$ cat config.mk
export PLATFORM = sky130hd
export DESIGN_NAME = mode_counter
export DESIGN_NICKNAME = d
export VERILOG_FILES = /design/src/rtl/mode_counter_pkg.sv /design/src/rtl/mode_counter_next.sv /design/src/rtl/mode_counter.sv
export SDC_FILE = /design/constraint.sdc
export NUM_CORES = 1
export LEC_CHECK = 0
export BUFFER_PORTS_ARGS = -buffer_cell sky130_fd_sc_hd__buf_4
export CAP_MARGIN = 20
export CORE_AREA = 2 2 39 41
export CTS_CLUSTER_SIZE = 30
export DETAILED_ROUTE_END_ITERATION = 10
export DIE_AREA = 0 0 41 43
export PLACE_DENSITY = 0.58
export SYNTH_ARGS = -nofsm -noshare
export SYNTH_HDL_FRONTEND = slang
export SYNTH_SLANG_ARGS = --single-unit
$ cat constraint.sdc
create_clock -name clk -period 3.4 [get_ports clk]
set_clock_uncertainty 0.05 [all_clocks]
set_input_delay 1.02 -clock clk [delete_from_list [all_inputs] [get_ports clk]]
set_output_delay 1.02 -clock clk [all_outputs]
set_load 0.02 [all_outputs]
$ cat src/rtl/mode_counter_pkg.sv
// Shared definitions for the multi-mode counter: mode encodings and default width.
package mode_counter_pkg;

    localparam int unsigned MODE_W = 2;
    localparam int unsigned DEFAULT_WIDTH = 4;

    typedef enum logic [MODE_W-1:0] {
        MODE_UP3  = 2'b00,
        MODE_DN1  = 2'b01,
        MODE_UP1  = 2'b10,
        MODE_LOAD = 2'b11
    } mode_e;

endpackage

$ cat src/rtl/mode_counter_next.sv
// Combinational next-value logic: next count, wrap flag and load flag from the current count, mode and D.
module mode_counter_next
    import mode_counter_pkg::*;
#(
    parameter int unsigned WIDTH = DEFAULT_WIDTH
) (
    input  logic [WIDTH-1:0]  q_i,
    input  logic [MODE_W-1:0] mode_i,
    input  logic [WIDTH-1:0]  d_i,
    output logic [WIDTH-1:0]  q_next_c,
    output logic              rco_next_c,
    output logic              load_next_c
);

    localparam int unsigned SUM_W = WIDTH + 1;

    logic [SUM_W-1:0] sum;

    // Up-counts use a one-bit-wider sum so the top bit is the carry; unlisted modes hold.
    always_comb begin
        sum         = '0;
        q_next_c    = q_i;
        rco_next_c  = 1'b0;
        load_next_c = 1'b0;
        case (mode_i)
            MODE_UP3: begin
                sum        = {1'b0, q_i} + SUM_W'(3);
                q_next_c   = sum[WIDTH-1:0];
                rco_next_c = sum[WIDTH];
            end
            MODE_DN1: begin
                q_next_c   = q_i - WIDTH'(1);
                rco_next_c = (q_i == '0);
            end
            MODE_UP1: begin
                sum        = {1'b0, q_i} + SUM_W'(1);
                q_next_c   = sum[WIDTH-1:0];
                rco_next_c = sum[WIDTH];
            end
            MODE_LOAD: begin
                q_next_c    = d_i;
                load_next_c = 1'b1;
            end
            default: ;
        endcase
    end

endmodule

$ cat src/rtl/mode_counter.sv
// 4-bit multi-mode counter (up3 / down1 / up1 / load) with registered count, wrap and load flags.
module mode_counter
    import mode_counter_pkg::*;
#(
    parameter int unsigned WIDTH = DEFAULT_WIDTH
) (
    input  logic              clk,
    input  logic              reset,
    input  logic              enable,
    input  logic [MODE_W-1:0] mode,
    input  logic [WIDTH-1:0]  D,
    output logic [WIDTH-1:0]  Q,
    output logic              rco,
    output logic              load
);

    logic [WIDTH-1:0] q_q, q_d;
    logic             rco_q, rco_d;
    logic             load_q, load_d;

    logic [WIDTH-1:0] q_next;
    logic             rco_next;
    logic             load_next;

    mode_counter_next #(
        .WIDTH (WIDTH)
    ) u_next (
        .q_i         (q_q),
        .mode_i      (mode),
        .d_i         (D),
        .q_next_c    (q_next),
        .rco_next_c  (rco_next),
        .load_next_c (load_next)
    );

    // Disabled cycles hold the count and drop both one-cycle flags.
    always_comb begin
        q_d    = q_q;
        rco_d  = 1'b0;
        load_d = 1'b0;
        if (enable) begin
            q_d    = q_next;
            rco_d  = rco_next;
            load_d = load_next;
        end
    end

    always_ff @(posedge clk) begin
        if (!reset) begin
            q_q    <= '0;
            rco_q  <= 1'b0;
            load_q <= 1'b0;
        end else begin
            q_q    <= q_d;
            rco_q  <= rco_d;
            load_q <= load_d;
        end
    end

    assign Q    = q_q;
    assign rco  = rco_q;
    assign load = load_q;

endmodule

Yosys cells after proc, flatten, opt, wreduce, memory -nomap -nowiden
Cells that the tools add are included.

operators by class
  equality and inequality tests = 3
  reduce and logical (&&, ||, !) cells = 3
  muxes and demuxes = 3
  add/subtract/negate cells = 3
  div/mod/pow operators = 0
  bitwise logic cells = 0
  order comparisons = 0
  $mul = 0
  shifts and indexed selects = 0

operators with widths
  kind                                                                    count
  4-bit case mux with 4 select lines                                      1
  4-bit by 1-bit adder with 5-bit output (second input constant)          1
  4-bit by 2-bit adder with 5-bit output (second input constant)          1
  2-bit equality test (second input constant)                             2
  4-bit zero test                                                         1
  4-bit by 1-bit subtractor with 4-bit output (second input constant)     1
  1-bit case mux with 3 select lines                                      1
  2-bit by 1-bit equality test with 1-bit output (second input constant)  1
  2-bit zero test                                                         1
  2-bit AND reduction                                                     1
  1-bit two-way mux                                                       1

word-level totals
  logic and storage cells = 15
  memories = 0
  bits in read-only memories = 0
  bits in registers = 6
  input bits = 9
  RAM bits = 0
  bits in latches = 0

Logic depth before layout (Yosys ltp)
Gate-level depths: netlist (run 1).

  depth after elaboration = 2
  gate-level depth with buffers = 7
  gate-level depth less buffers = 6

Modules after synthesis
A second synthesis (run 1) with hierarchy kept.

second synthesis, totals
  cell total of the unflattened synthesis = 60
  area, all modules = 494.2 um2

modules (own cells, without submodules)
  module             times used  cells an instance  area each (um2)
  mode_counter_next  1           43                 282.8
  mode_counter       1           17                 211.5

Worst setup path before layout (run 1)
No wires, ideal clock.

  path kind = in2reg
  from = input mode[0]
  to = register q_q[2] (netlist: Q[2])
  library setup time = 120 ps
  stages = 5
  setup slack = 1,535 ps
  arrival time = 1,694 ps
  cells stage by stage = buf_4 -> xnor2_1 -> o221a_2 -> o21ai_0 -> a21oi_1

on the way
  cells in the longest elaborated chain, start to end = 2

RTL lines
  item                                         RTL line                 source
  start, declared                              mode_counter.sv:10       input logic [MODE_W-1:0] mode,
  2-bit equality test (tied with other cells)  mode_counter_next.sv:25  case (mode_i)
  4-bit case mux with 4 select lines *         mode_counter_next.sv:25
  end signal, assigned                         mode_counter.sv:54       q_q <= q_d;
  end, declared                                mode_counter.sv:17       logic [WIDTH-1:0] q_q, q_d;

Mark *: on every way between the ends. The rest lies on a longest branch, timed or not.
A chain may end at the register's enable or synchronous reset.

Final worst setup path (run 1)
  from = register q_q[0] (netlist: Q[0])
  to = output Q[0]

RTL lines
  item           RTL line            source
  end, declared  mode_counter.sv:12  output logic [WIDTH-1:0] Q,

No word-level cell between the ends.

==> results by stage, run 1 <==
Floorplan:
- The site row count is 14.
- The die area is around 0.0018 mm^2.
- In this run the vertical extent of the chip is 43 um.
- The placeable core area is 0.001384 mm^2.
- The I/O pin count is 15.
- For this configuration, the core starts out at a cell density of 35.71%.
- From left edge to right edge, the die measures 41 um.

Timing:
- The shortest clock period the worst path allows after layout is 2074 ps.
- The transition time of the tightest slew-check pin is 380.9 ps.
- The number of slew-limit violations in the final report is 0.
- Summed over all failing endpoints, the final setup total negative slack is 0 ps.
- Setup violations remaining at the end of the flow were counted as 0.
- The worst pin sits at a relative slew slack of between 70% and 80%.
- The share of the cycle needed by the critical path after routing is 60.99%.
- The count of endpoints failing hold in the final timing report was 0.
- The maximum clock frequency is 482.3 MHz.
- Setup repair after global routing left no endpoint under its margin.

Yosys:
- When the netlist entered floorplanning its net count stood at 74.
- The most used flip-flop cell after synthesis is sky130_fd_sc_hd__dfxtp_1.
- The number of warning messages in the yosys log is 0.
- The largest total area in the synthesized netlist belongs to sky130_fd_sc_hd__dfxtp_1.
- The mean instance size in the synthesized netlist is 7.971 um^2.
- Summing every instance area after synthesis gives just under 500 um^2.
- In the synthesized netlist, the cells that appear most often are sky130_fd_sc_hd__o21ai_0 (7), sky130_fd_sc_hd__dfxtp_1 (6), sky130_fd_sc_hd__nand2_1 (6), sky130_fd_sc_hd__buf_4 (4), sky130_fd_sc_hd__nand2b_1 (4).
- The most frequent cell after synthesis is sky130_fd_sc_hd__o21ai_0.
- The top-area cell type share of the netlist area is 24.30%.
- The post-synthesis sequential element count is 6.
- Counting flops with a built-in enable in the synthesized netlist gives 0.
- By area the synthesized netlist is led by sky130_fd_sc_hd__dfxtp_1 (24%), sky130_fd_sc_hd__ha_1 (7.6%), sky130_fd_sc_hd__o21ai_0 (7.1%), sky130_fd_sc_hd__buf_4 (6.1%), sky130_fd_sc_hd__nand2b_1 (5.1%).
- In the synthesized netlist the async set-or-reset flop fraction comes to 0%.
- The count of cell types in the netlist is 30.
- Sequential cells were found to cover between 20 and 25% of the synthesized design area.
- The post-synthesis instance total is 62.

GRT:
- Global routing finished with a remaining overflow of 0.
- Entering global routing, the biggest net connects 15 pins.
- The number of antenna violations at the first check in global routing was 0.
- The number of global-route vias before repair is approximately 420.
- The first global-routing pass estimated 1890 um of wire.
- Global routing consumed, over all layers together, 15.68% of the routing resources.

Critical path:
- The critical-path maximum fanout is 10.
- The category of the most critical setup path is register to output port.
- The critical path goes through buf_4.
- The number of cells on the worst reg-to-reg path is 6.
- STA classifies the critical path endpoint as an output port.
- The register-to-register setup slack is 1740 ps.
- The family with the most delay on the worst path is flip-flops.
- STA classifies the critical path startpoint as a register.
- In this run the number of cells on the critical path is 1.
- The data arrival time of the critical path is 1000 ps.
- For the worst setup path, the data required time is 2330 ps.
- The worst stage delay on the critical path is 540 ps.
- The total buffers and inverters traversed by the critical path is 1.
- The slowest stage of the critical path belongs to the cell sky130_fd_sc_hd__dfxtp_1.

Layout:
- The final standard cell count with taps included and fillers excluded is 89.
- Of the cells placed in the final design, the portion with a size suffix greater than 1 is 26.03%.
- The repair_antennas step left the layout with diodes totalling 0.
- Compared with the post-synthesis result, the final layout area differs by 20.51%.
- With fillers left out, the area of the finished cells amounts to 595.6 um^2.
- At the end of the flow the core is filled with cells to a little over two fifths.
- The final net count is slightly below 90.

Clocking:
- The TritonCTS clock tree is yes.
- The clock root buffer is sky130_fd_sc_hd__clkbuf_4.
- The number of sinks driven by the clock tree is 6.
- The clock transition time at the flip-flop clock pins of the worst setup and hold paths is ~50 ps.
- The clock passes through at most 2 buffers.
- The maximum level of the CTS H-tree is 1.
- Buffers inserted to repair hold after CTS numbered 0.
- The number of buffers added for setup after CTS is 0.
- The clock reaches the later pin of the worst-skew pair after around 240 ps.
- After clock tree synthesis, the repair step resized 0 gates.
- In this run, CTS created clock tree buffers numbering 3.

Power and ir drop:
- Net switching is 31.38% of the power.
- The power density over cell area is 354.5 mW/mm^2.
- The largest vdd supply drop is approximately 250 uV.
- The share of power burned in combinational logic is 27.7%.
- The clock power share is 30.8%.
- The cell-internal power is roughly 0.14 mW.
- The analysis attributes to cell leakage a power of 0.2490 nW.
- Summed over all nets, the switching power comes to 0.06625 mW.
- Of the total power, registers draw 41.5%.

Route:
- The count of TritonRoute iterations in the first routing pass is 5.
- The first routing iteration left 9 violations.
- The wire length after detailed routing is 1095 um.
- The per-cell via count in the routed design is between 5 and 6.
- The wire length per cell after detailed routing is roughly 12 um.
- The vias after detailed routing is 472.
- The DRC violation count after routing is 0.
- The count of nets left with antenna violations once routing finished came out at 0.

Placed design:
- The congestion estimate from routability-driven global placement came to 0.8225.
- Once detailed placement completed, the half-perimeter wirelength came to between 800 and 900 um.
- The number of placed instances, taps included is between 80 and 90.
- The count of buffers added on input and output ports is 14.
- Summing all placed instances gives a cell area of approximately 570 um^2.

Job:
- The tool flagged a number of max-cap violations equal to 0.

Run status:
- The flow ran to the end, and the final reports show no timing, DRC or antenna violations.

Min path:
- The tightest min-delay check is of the register to register type.
- The number of cells on the worst hold path is 2.
-- final cells by class --
cell class                      count  area [um^2]
Sequential cell                     6        120.1
Inverter                            2        7.507
Clock buffer                        3        22.52
Tap cell                           16        20.02
Multi-Input combinational cell     48        320.3
Fill cell                         158        788.3
Timing Repair Buffer               14        105.1
-- logic make-up (layout without fill, tap and decap cells) --
logic type | count (synthesis) | after routing | synth area share (%)
buf+inv | 8 | 19 | 10.89
fa+ha+maj | 3 | 3 | 7.596
simple gates | 23 | 23 | 25.31
compound gates | 20 | 20 | 28.36
xor+xnor | 2 | 2 | 3.545
flops | 6 | 6 | 24.30
-- state kept, by name, summed over array words and instances (netlist names) --
name,flops
load,1
Q,4
rco,1
-- layer usage --
layer | global-route usage [%] | vias to the layer above | share of wire [%]
met4 | 2.000 | 0 | 0
met5 | 0 | - | 0
li1 | - | 245 | -
met1 | 22.90 | 213 | 51
met3 | 7.853 | 0 | 5.7
met2 | 20.94 | 14 | 44
-- final timing paths --
kind                      from                 to
max reg2reg  Q[0]$_SDFFE_PN0P_  Q[2]$_SDFFE_PN0P_
min reg2reg  Q[1]$_SDFFE_PN0P_  Q[1]$_SDFFE_PN0P_
min          Q[1]$_SDFFE_PN0P_  Q[1]$_SDFFE_PN0P_
max          Q[0]$_SDFFE_PN0P_               Q[0]
-- worst register-to-register path, delay by kind of cell (launching register included) --
| family | cells | cell delay, ps |
|---|---|---|
| buffers and inverters | 1 | 120 |
| DFF | 1 | 540 |
| AOI/OAI and AO/OA | 3 | 430 |
| xor gates and xnor gates | 1 | 150 |
| adders and majority gates | 1 | 240 |
-- cell usage in the layout, fill, tap and decap left out --
cell type                  instances
sky130_fd_sc_hd__a21boi_0          1
sky130_fd_sc_hd__a21oi_1           2
sky130_fd_sc_hd__a31oi_1           1
sky130_fd_sc_hd__a32oi_1           1
sky130_fd_sc_hd__and2_1            1
sky130_fd_sc_hd__and3b_1           1
sky130_fd_sc_hd__buf_4            14
sky130_fd_sc_hd__clkbuf_4          3
sky130_fd_sc_hd__dfxtp_1           6
sky130_fd_sc_hd__ha_1              3
sky130_fd_sc_hd__inv_1             2
sky130_fd_sc_hd__nand2_1           6
sky130_fd_sc_hd__nand2b_1          4
sky130_fd_sc_hd__nand3_1           1
sky130_fd_sc_hd__nand3b_1          2
sky130_fd_sc_hd__nand4b_1          1
sky130_fd_sc_hd__nor2_1            3
sky130_fd_sc_hd__nor2b_1           2
sky130_fd_sc_hd__nor3_1            2
sky130_fd_sc_hd__o211a_1           1
sky130_fd_sc_hd__o211ai_1          2
sky130_fd_sc_hd__o21ai_0           7
sky130_fd_sc_hd__o21ai_2           1
sky130_fd_sc_hd__o221a_2           1
sky130_fd_sc_hd__o22a_1            1
sky130_fd_sc_hd__o311a_1           1
sky130_fd_sc_hd__o41ai_1           1
sky130_fd_sc_hd__xnor2_1           1
sky130_fd_sc_hd__xor2_1            1
-- power by group through the flow --
stage               sequential, mW  combinational (mW)  clock, mW
detailed placement          0.0888              0.0590          0
global route                0.0890              0.0665     0.0723
finish                      0.0876              0.0586     0.0650
CTS                         0.0875              0.0593     0.0675
global placement            0.0889              0.0584          0
floorplan                   0.0867              0.0438          0
-- metrics by stage --
step | hold WS [ps] | power [mW] | setup WS (ps)
floorplan | 567.7 | 0.1305 | 1535
global placement | 546.2 | 0.1472 | 1420
detailed placement | 573.7 | 0.1478 | 1401
CTS | 580.8 | 0.2143 | 1331
global route | 644.9 | 0.2278 | 1267
finish | 555.1 | 0.2112 | 1326
Note: power is estimated with default switching activity, not from simulation.
==> run 2: changes to the inputs <==
- clock period: 3.4 -> 2.08 ns (I/O delays scaled with it)
==> results by stage, run 2 (synthesis results as in run 1) <==
Run status:
- The flow ran to the end, and the final reports show no timing, DRC or antenna violations.

Critical path:
- In this design, the stage delay of the slowest critical-path cell is 530 ps.
- STA classifies the critical path endpoint as an output port.
- STA classifies the critical path startpoint as a register.
- Along the worst path, the maximum fanout reaches 11.
- Counting cells, the worst reg-to-reg path comes to 6.
- The critical path goes through buf_4.
- The data arrival time of the critical path is 990 ps.
- The highest-delay cell along the critical path is sky130_fd_sc_hd__dfxtp_1.
- The total buffers and inverters traversed by the critical path is 1.
- The worst setup path is of the register to output port kind.
- The total number of cells along the worst setup path is 1.
- At the worst endpoint, the required time is 1410 ps.
- Among cell families on the critical path, the largest total delay comes from flip-flops.

GRT:
- The global routing's busiest layer is met1.
- The first global-routing pass estimated 1904 um of wire.
- Global routing used 24.19% of the available met1 tracks.
- For met2 alone, demand over resource in global routing was 20.00%.
- The global route total overflow is 0.
- Global routing used under 10% of the available met3 tracks.
- In the global route stage, overall resource usage came out at 16.08%.
- The number of global-route vias before repair is 423.
- The number of antenna violations at the first check in global routing is 0.
- The pin count of the biggest net entering global routing is 15.

Job:
- Max-cap violations in this run came to 0.

Route:
- The wire length after detailed routing is 1064 um.
- The vias after detailed routing is 475.
- The count of nets left with antenna violations once routing finished came out at 0.
- For this run, the detailed router's first-pass iteration total came to 4.
- In this run, the number of DRC markers left after iteration 0 of detailed routing was 15.
- For this run, design rule violations remaining after detail routing come to 0.
- The wire length per cell after detailed routing is 11.82 um.
- In the routed layout, each cell is associated on average with a via count of 5.278.

Floorplan:
- The I/O pin count is 15.
- The initial standard-cell utilization of the core is a little over a third.
- The site row count is 14.
- The die area is approximately 0.0018 mm^2.
- The placeable core area is 0.001384 mm^2.
- From left edge to right edge, the die measures between 40 and 50 um.
- The floorplan step set the die height to 43 um.

Timing:
- The post-route worst setup slack is roughly 420 ps.
- Counting I/O delays and the setup requirement, the final critical path takes around 1700 ps.
- Headroom to the max-slew limit came out at about three quarters.
- After routing, the total negative slack on setup checks comes to 0 ps.
- The number of slew-limit violations in the final report is 0.
- The share of the cycle needed by the critical path after routing is 79.92%.
- The maximum clock frequency is between 600 and 700 MHz.
- The transition time of the tightest slew-check pin is 364.9 ps.
- Setup violations remaining at the end of the flow were counted as 0.
- Setup repair after global routing left no endpoint under its margin.
- The count of endpoints failing hold in the final timing report is 0.

Placed design:
- The congestion estimate from routability-driven global placement came to around 0.83.
- The minimum setup slack after placement is 483.5 ps.
- The HPWL after detailed placement is ~800 um.
- The count of input and output buffers is 14.

Clocking:
- Counting every sink on the clock net gives 6.
- The clock root buffer is sky130_fd_sc_hd__clkbuf_4.
- The TritonCTS clock tree is yes.
- The number of buffers added for setup after CTS is 0.
- The number of cells upsized or downsized after cts is 0.
- Counting along the longest clock path gives a buffer depth of 2.
- The maximum level of the CTS H-tree is 1.
- In this run, CTS created clock tree buffers numbering 3.
- At the later pin of the worst-skew pair, clock insertion delay measures between 200 and 250 ps.
- After clock tree synthesis, the clock-pin slew on the worst setup and hold paths is 40 ps.
- For this design, the CTS-stage hold fixing added 0 buffers.

Layout:
- In the final layout, the share of cells above drive strength 1 is between 20% and 30%.
- The most common library cell in the layout ignoring fill and taps is sky130_fd_sc_hd__buf_4.
- The net count of the finished layout is 88.
- The top cell types in the final layout, fill and taps aside, are sky130_fd_sc_hd__buf_4 (15), sky130_fd_sc_hd__o21ai_0 (7), sky130_fd_sc_hd__dfxtp_1 (6), sky130_fd_sc_hd__nand2_1 (6), sky130_fd_sc_hd__nand2b_1 (4).
- Compared with the post-synthesis result, the final layout area differs by 22.03%.
- The number of antenna cells inserted is 0.
- The register with the most flip-flops in the layout has 4 of them.

Power and ir drop:
- The overall power consumption is 0.3460 mW.
- The power density over cell area is 573.7 mW/mm^2.
- Summed over all cells, the static leakage comes to 0.2542 nW.
- The worst-case IR drop observed on VDD is about 390 uV.

Min path:
- The number of cells on the worst hold path is 1.
- The min-delay analysis places its worst path in the category register to register.
run 2: per-layer routing:
metal	part of all wire (%)	wire length (um)	vias up
li1	-	-	248
met1	49	525	213
met2	43	462	14
met3	7.1	76	0
met4	0	0	0
met5	0	0	-
run 2: final timing paths:
kind | slack [ps] | end | from
max | 420 | Q[2] | Q[2]$_SDFFE_PN0P_
min | 500 | Q[0]$_SDFFE_PN0P_ | Q[0]$_SDFFE_PN0P_
max reg2reg | 570 | Q[2]$_SDFFE_PN0P_ | Q[1]$_SDFFE_PN0P_
min reg2reg | 500 | Q[0]$_SDFFE_PN0P_ | Q[0]$_SDFFE_PN0P_
run 2: area by class of cell:
type                    count  area (um^2)
inverters                   2        7.507
repair buffers             15        112.6
fillers                   154        780.7
flip-flops and latches      6        120.1
multi-input cells          48        320.3
well taps                  16        20.02
clock buffers               3        22.52
run 2: report_power, final:
| part | internal, mW | total [mW] | switching [mW] |
|---|---|---|---|
| logic | 0.0500 | 0.101 | 0.0510 |
| registers | 0.124 | 0.140 | 0.0163 |
| clock network | 0.0651 | 0.105 | 0.0400 |
run 2: through the flow:
stage / cell area [um^2] / instances / utilization, % / hold slack (ps)
final: 603.1 / 90 / 43.58 / 502.5
after global routing: 603.1 / 90 / 43.58 / 536.6
after CTS: 603.1 / 90 / 43.58 / 505.7
after detailed placement: 580.6 / 87 / 41.95 / 492.9
after global placement: 580.6 / 87 / 41.95 / 498.4
after floorplan: 494.2 / 62 / - / 567.7
